**src/rtl/fetch_mem_unit.sv**
```systemverilog
// Fetch/memory stage: holds PC, MAR, MBR and IR, and runs byte
// transactions to RAM over a req/ack handshake with wait states and a
// timeout. busy holds the control unit while a transaction is open.
module fetch_mem_unit #(
    parameter int          TIMEOUT  = 16,
    parameter logic [7:0]  RESET_PC = 8'h00
) (
    input  logic       fu_clk,
    input  logic       fu_rst_n,
    input  logic       PC_inc,
    input  logic       MAR_we,
    input  logic       MAR_mux,
    input  logic       MBR_we,
    input  logic       MBR_mux,
    input  logic       IR_we,
    input  logic       RAM_we,
    input  logic [7:0] rf_data,
    input  logic [7:0] mem_rdata,
    input  logic       mem_ack,
    output logic       mem_req,
    output logic       mem_wr,
    output logic [7:0] mem_addr,
    output logic [7:0] mem_wdata,
    output logic [7:0] ir_out,
    output logic [7:0] mbr_out,
    output logic [7:0] pc_out,
    output logic       busy,
    output logic       mem_err
);

    localparam logic [7:0] TIMEOUT_LAST = 8'(TIMEOUT - 1);

    typedef enum logic [1:0] {
        IDLE  = 2'd0,
        READ  = 2'd1,
        WRITE = 2'd2
    } state_t;

    state_t     state;
    state_t     next_state;
    logic [7:0] pc;
    logic [7:0] mar;
    logic [7:0] mbr;
    logic [7:0] ir;
    logic [7:0] wait_cnt;
    logic [7:0] mar_src;
    logic       idle;
    logic       start_read;
    logic       start_write;
    logic       txn_ok;
    logic       txn_timeout;

    // Strobes only count in IDLE; a write request overrides a RAM read request.
    assign idle        = (state == IDLE);
    assign start_write = idle & RAM_we;
    assign start_read  = idle & MBR_we & ~MBR_mux & ~RAM_we;
    assign txn_ok      = ~idle & mem_ack;
    assign txn_timeout = ~idle & ~mem_ack & (wait_cnt == TIMEOUT_LAST);
    assign mar_src     = MAR_mux ? {4'h0, ir[3:0]} : pc;

    assign pc_out  = pc;
    assign mbr_out = mbr;
    assign ir_out  = ir;

    // State register.
    always_ff @(posedge fu_clk or negedge fu_rst_n) begin
        if (!fu_rst_n) state <= IDLE;
        else           state <= next_state;
    end

    // Next state: open a transaction from IDLE, close it on ack or timeout.
    always_comb begin
        next_state = state;
        case (state)
            IDLE: begin
                if (start_write)     next_state = WRITE;
                else if (start_read) next_state = READ;
            end
            READ, WRITE: begin
                if (txn_ok || txn_timeout) next_state = IDLE;
            end
            default: next_state = IDLE;
        endcase
    end

    // Outputs decoded from state: busy stalls the control unit.
    always_comb begin
        busy = 1'b0;
        if (state != IDLE) busy = 1'b1;
    end

    // Architectural registers; PC/MAR/IR move only in IDLE, MBR also takes read results.
    always_ff @(posedge fu_clk or negedge fu_rst_n) begin
        if (!fu_rst_n) begin
            pc  <= RESET_PC;
            mar <= 8'h00;
            mbr <= 8'h00;
            ir  <= 8'h00;
        end else begin
            if (idle && PC_inc) pc  <= pc + 8'd1;
            if (idle && MAR_we) mar <= mar_src;
            if (idle && IR_we)  ir  <= mbr;
            if (idle && MBR_we && MBR_mux)
                mbr <= rf_data;
            else if (state == READ && mem_ack)
                mbr <= mem_rdata;
            else if (state == READ && txn_timeout)
                mbr <= 8'hFF;
        end
    end

    // RAM handshake registers, wait counter and sticky timeout flag.
    always_ff @(posedge fu_clk or negedge fu_rst_n) begin
        if (!fu_rst_n) begin
            mem_req   <= 1'b0;
            mem_wr    <= 1'b0;
            mem_addr  <= 8'h00;
            mem_wdata <= 8'h00;
            wait_cnt  <= 8'h00;
            mem_err   <= 1'b0;
        end else begin
            if (start_write || start_read) begin
                mem_req  <= 1'b1;
                mem_wr   <= start_write;
                mem_addr <= mar;
                wait_cnt <= 8'h00;
                if (start_write) mem_wdata <= mbr;
            end else if (txn_ok) begin
                mem_req <= 1'b0;
            end else if (!idle) begin
                wait_cnt <= wait_cnt + 8'd1;
                if (txn_timeout) begin
                    mem_req <= 1'b0;
                    mem_err <= 1'b1;
                end
            end
        end
    end

endmodule

```
**config.mk**
```make
export PLATFORM = sky130hd
export DESIGN_NAME = fetch_mem_unit
export DESIGN_NICKNAME = d
export VERILOG_FILES = /design/src/rtl/fetch_mem_unit.sv
export SDC_FILE = /design/constraint.sdc
export NUM_CORES = 1
export LEC_CHECK = 0
export ABC_CLOCK_PERIOD_IN_PS = 4400
export CAP_MARGIN = 20
export CORE_MARGIN = 2
export CORE_UTILIZATION = 52
export DETAILED_ROUTE_END_ITERATION = 8
export PLACE_DENSITY = 0.94
export SETUP_SLACK_MARGIN = 0.4
export SKIP_CTS_REPAIR_TIMING = 1
export SYNTH_ARGS = -nofsm -noshare
export SYNTH_HDL_FRONTEND = slang
export SYNTH_SLANG_ARGS = --single-unit
```
**constraint.sdc**
```tcl
create_clock -name fu_clk -period 4.4 [get_ports fu_clk]
set_input_delay 1.32 -clock fu_clk [delete_from_list [all_inputs] [get_ports fu_clk]]
set_output_delay 1.32 -clock fu_clk [all_outputs]
set_load 0.01 [all_outputs]
```
==> out/results.tsv, run 1 <==
metric	value	unit
ys_seq_elements	61	
clkSinkCount	61	
clk_pin_slew	0.06	ns
numPortBuffers	69	
min_period	3.47	ns
critical-path-top-delay-family	buffers and inverters	
nFillCells	338	
vias_per_cell	5.58	
synth-seq-area-share	0.575	
synth_edf_count	0	
crit_arrival	2.15	ns
timing.final.crit_share	0.788	
dp_hpwl	4260	microns
post-place-ws	1.24	ns
critPathMaxStageDelay	0.65	ns
avgSynthCellArea	12.2	sq um
min_from	mem_err	
cts-root-buf	clkbuf_8	
fp.dieW	75.5	microns
clk_latency	0.34	ns
multi_input_area	1080	sq um
antenna_found_initial	0	
antenna_cells_inserted	0	
fin_hold_ws	0.482	ns
postLayoutSetupSlackWorst	0.932	ns
cp-end-kind	primary output	
syn_inst	217	
rsz0062_at_grt	no	
finalClockSkew	0.00810	ns
drc	0	
wl_per_cell	16.4	microns
tns	0	ns
reg2reg_from	state[0]	
r2r_cells	5	
setup_viol	0	
yosysWarnings	0	
r2r_end	mbr_out[7]	
cp_max_fo	21	
ff_latch_area	1530	sq um
grt_pass1_vias	2048	
worst_slew_pin_slew	0.733	ns
p_per_area	658	nW/um^2
cts_buffers	9	
required	3.08	ns
synth.net_count	248	
holdPathEnd	mem_err	
grt_max_degree	33	
synthToLayoutAreaGrowth	35.0	%
num_vias	2049	
drt_iter0_markers	157	
die-area	5700	sq um
yosys-top-cells-area	dfrtp_1 (57%), mux2_2 (11%), nand2_1 (3.4%)	
io_pins	70	
slew_headroom	0.512	
max_freq	288	MHz
whs_path_depth	1	
gr-total-overflow	0	
setup.worst_path.class	reg -> out	
h-tree-depth	3	
status	completed	
critPathSlowestCell	ha_1	
nNetsFinal	323	
cp-startpoint	state[0]	
p_leak	0.00149	uW
die_height	75.5	microns
start_util	0.530	
critPathBufInv	3	
ys_async_sr_fraction	1.00	
placed_area	3410	sq um
crit_chain	inv_1 > ha_1 > inv_1 > clkdlybuf4s50_1	
yosysUniqueCellTypes	39	
globalRouteTotalUtil	0.231	
slew_violations	0	
crit_top_cell	inv_1	
yosysTopAreaCellShare	0.575	
final_area	3590	sq um
crit_path_start_kind	register	
clockBufferDepth	2	
rows	26	
synthFlopType	dfrtp_1	
cap_violations	0	
hold_viol	0	
r2r_slack	1.72	ns
wl	6010	microns
drt_first_pass_iters	4	
peakVddDrop	464	uV
drt.antenna.violating_nets	0	
gp_congestion	0.791	
hp-class	reg -> reg	
yosysTopAreaCell	dfrtp_1	
grt_pass1_wl	9440	microns
coreArea	5010	sq um
synth_area	2660	sq um
cts_tree	built	
drive_above_1_share	0.192	
per-layer routing:
layer / track usage / wire length [microns] / up-vias / part of all wire
li1: - / - / 941 / -
met1: 0.274 / 2400 / 1017 / 0.40
met2: 0.365 / 3010 / 77 / 0.50
met3: 0.0966 / 488 / 14 / 0.081
met4: 0.109 / 108 / 0 / 0.018
met5: 0 / 0 / - / 0
synthesized netlist by cell type, types with 2 or more instances:
master / n
ha_1: 5
a21oi_1: 2
o21ai_0: 8
o211ai_1: 5
nand2_1: 24
dfrtp_1: 61
mux2i_1: 4
inv_1: 6
o41ai_1: 5
nor2_1: 11
o221a_2: 8
buf_2: 2
xnor2_1: 4
nand2b_1: 6
clkbuf_1: 2
xor2_1: 3
nand4_1: 4
nand3_1: 10
o22ai_1: 2
mux2_2: 26
placed cells by master (no fill, tap or decap), drive strengths merged, types with 5 or more instances in the layout:
cell type,Yosys,routed
nor2,11,11
o21ai,9,9
dfrtp,61,61
nand3,10,10
o221a,8,8
o41ai,5,5
clkbuf,2,11
ha,5,5
o211ai,5,5
inv,6,6
mux2,26,26
nand2b,6,6
nand2,24,24
clkdlybuf4s50,0,68
per-stage QoR:
step	util	power, uW	instances
floorplan	-	1440	217
global route	0.716	2500	367
finish	0.716	2360	367
CTS	0.716	2370	367
detailed placement	0.680	1930	351
global placement	0.680	1890	351
final cells by class:
type	count	area share
multi-input cells	144	0.301
clock buffers	11	0.0394
clock inverters	5	0.0101
inverters	6	0.00628
flip-flops and latches	61	0.426
repair buffers	70	0.193
well taps	70	0.0244
where the power goes:
group | switching [uW] | total (uW) | internal, uW
sequential | 176 | 944 | 767
clock | 218 | 437 | 219
combinational | 427 | 980 | 553
total | 821 | 2360 | 1540
worst register-to-register path: cells and delay by family, from the launching register on:
| family | cells | cell delay, ns |
|---|---|---|
| and+or+nand+nor | 2 | 1.19 |
| DFF | 1 | 0.40 |
| buffers and inverters | 1 | 0.12 |
| AOI/OAI and AO/OA | 1 | 0.27 |
| adders and majority gates | 1 | 0.65 |
logic make-up (layout without fill, tap and decap cells):
| kind of cell | after synthesis | in the layout | share of synthesized area |
|---|---|---|---|
| compound gates | 38 | 38 | 0.117 |
| xor+xnor | 7 | 7 | 0.0231 |
| fa+ha+maj | 5 | 5 | 0.0236 |
| buf+inv | 12 | 92 | 0.0193 |
| flops | 61 | 61 | 0.575 |
| mux | 30 | 30 | 0.125 |
| simple gates | 64 | 64 | 0.117 |
registers in the layout (all words and copies together) (netlist names):
register   cells
mar            8
pc_out         8
ir_out         8
wait_cnt       8
state          2
mem_wdata      8
mem_err        1
mem_req        1
mem_addr       8
mbr_out        8
mem_wr         1
worst max path at each step:
stage | to | slack (ns) | cells after the start
after floorplan | mem_addr[4] | 1.92 | 4
after global placement | mem_addr[6] | 1.28 | 4
after detailed placement | mem_addr[2] | 1.24 | 4
after CTS | busy | 0.92 | 4
after global routing | busy | 0.77 | 4
final | busy | 0.93 | 4
No activity file was read; power rests on OpenSTA's default activity.
==> run 2: changes to the inputs <==
- ABC_CLOCK_PERIOD_IN_PS: 4400 -> 3600
- CORE_UTILIZATION: 52 -> 48
- PLACE_DENSITY: 0.94 -> 0.88
- clock period: 4.4 -> 3.6 ns (I/O delays scaled with it)
==> out/results.tsv, run 2 (same netlist as run 1, synthesis figures left out) <==
metric	value	unit	change
gr-total-overflow	0		unchanged
final_cell_mix	clkdlybuf4s50_1 (68), dfrtp_1 (61), mux2_2 (26), nand2_1 (24), nor2_1 (11)		
grt_max_degree	38		+15%
critPathSlowestCell	clkdlybuf4s50_1		
fp.dieW	78.4	microns	+3.9%
peakVddDrop	596	uV	+28%
drt.antenna.violating_nets	0		unchanged
hold_viol	0		unchanged
grt_pass1_vias	2057		+0.44%
dp_hpwl	4220	microns	-1.1%
antenna_cells_inserted	0		unchanged
p_leak	0.00152	uW	+1.6%
finalPower	2960	uW	+25%
globalRouteTotalUtil	0.208		-0.0222
drt_iter0_markers	154		-1.9%
worst_slew_pin_slew	0.847	ns	+0.115 ns
r2r_slack	1.60	ns	-0.12 ns
drc	0		unchanged
clk_pin_slew	0.07	ns	about the same
setup.worst_path.class	reg -> out		
status	completed		
cp-end-kind	primary output		
die_height	78.4	microns	+3.9%
synthToLayoutAreaGrowth	36.5	%	
cts-root-buf	clkbuf_8		
gp_congestion	0.769		-2.9%
final_common_cell	clkdlybuf4s50_1		
setup_viol	0		unchanged
critPathMaxStageDelay	0.53	ns	-0.12 ns
wl_per_cell	16.1	microns	-1.8%
crit_chain	inv_1 > ha_1 > inv_1 > clkdlybuf4s50_1		
clkSinkCount	61		unchanged
finalClockSkew	0.00629	ns	-0.00181 ns
coreArea	5440	sq um	+8.6%
tns	0	ns	unchanged
num_vias	2043		-0.29%
grt_pass1_wl	9890	microns	+4.8%
io_pins	70		unchanged
cts_buffers	9		unchanged
required	2.52	ns	-0.56 ns
timing.final.crit_share	0.752		
antenna_found_initial	0		unchanged
cap_violations	0		unchanged
clk_latency	0.34	ns	about the same
crit_top_cell	inv_1		
wl	5980	microns	-0.50%
cp_max_fo	3		-86%
die-area	6140	sq um	+7.9%
drt_first_pass_iters	5		+1
clockBufferDepth	2		unchanged
vias_per_cell	5.49		-1.6%
min_period	2.71	ns	
slew_headroom	0.435		-0.0765
p_per_area	815	nW/um^2	+24%
numPortBuffers	69		unchanged
cts_tree	built		
rsz0062_at_grt	no		
slew_violations	0		unchanged
crit_arrival	1.63	ns	-0.52 ns
max_freq	369	MHz	
nNetsFinal	326		+0.93%
h-tree-depth	3		unchanged
rows	27		+3.8%
drive_above_1_share	0.200		+0.00808
crit_path_start_kind	register		
hp-class	reg -> reg		
start_util	0.488		-0.0418
fin_hold_ws	0.482	ns	+0.000280 ns
## run 2: cell count changes in the layout (fill, tap and decap cells not counted)
| cell | previous run | this run |
|---|---|---|
| buf_4 | 1 | 4 |
| bufinv_16 | 0 | 1 |
| clkbuf_8 | 10 | 9 |
| clkinv_2 | 1 | 2 |
| clkinvlp_4 | 3 | 2 |
## run 2: final timing paths
check | from | to | cells after the start
max in group asynchronous | fu_rst_n | mem_addr[4] | 2
min reg2reg | mar[2] | mar[2] | 2
max reg2reg | state[0] | wait_cnt[7] | 7
min in group asynchronous | fu_rst_n | pc_out[1] | 1
max | state[0] | busy | 4
min | mar[2] | mar[2] | 2
## run 2: routing by layer
| metal | global-route usage | routed length [microns] | up-vias |
|---|---|---|---|
| met1 | 0.270 | 2630 | 1018 |
| met3 | 0.0839 | 518 | 7 |
| li1 | - | - | 949 |
| met2 | 0.318 | 2770 | 69 |
| met5 | 0 | 0 | - |
| met4 | 0.0737 | 68 | 0 |
## run 2: power by group
| part | switching (uW) | internal [uW] |
|---|---|---|
| sequential | 210 | 938 |
| combinational | 531 | 683 |
| clock | 275 | 318 |
## run 2: worst max-delay path: cells and delay by family, from the launching register on
| family | cells | cell delay (ns) |
|---|---|---|
| DFF | 1 | 0.38 |
| buffers and inverters | 3 | 0.69 |
| adders and majority gates | 1 | 0.21 |
## run 2: per-stage QoR
step                std cells  setup WS [ns]  utilization  instance area, sq um
floorplan                 217           1.36            -                  2660
global placement          356          0.705        0.631                  3430
detailed placement        356          0.657        0.631                  3430
CTS                       372          0.879        0.666                  3620
global route              372          0.844        0.666                  3620
finish                    372          0.893        0.666                  3620
## run 2: layout make-up
type                            count  area [sq um]
Clock buffer                       10           128
Clock inverter                      6          63.8
Fill cell                         377          1810
Inverter                            6          22.5
Multi-Input combinational cell    144          1080
Sequential cell                    61          1530
Tap cell                           72          90.1
Timing Repair Buffer               73           716
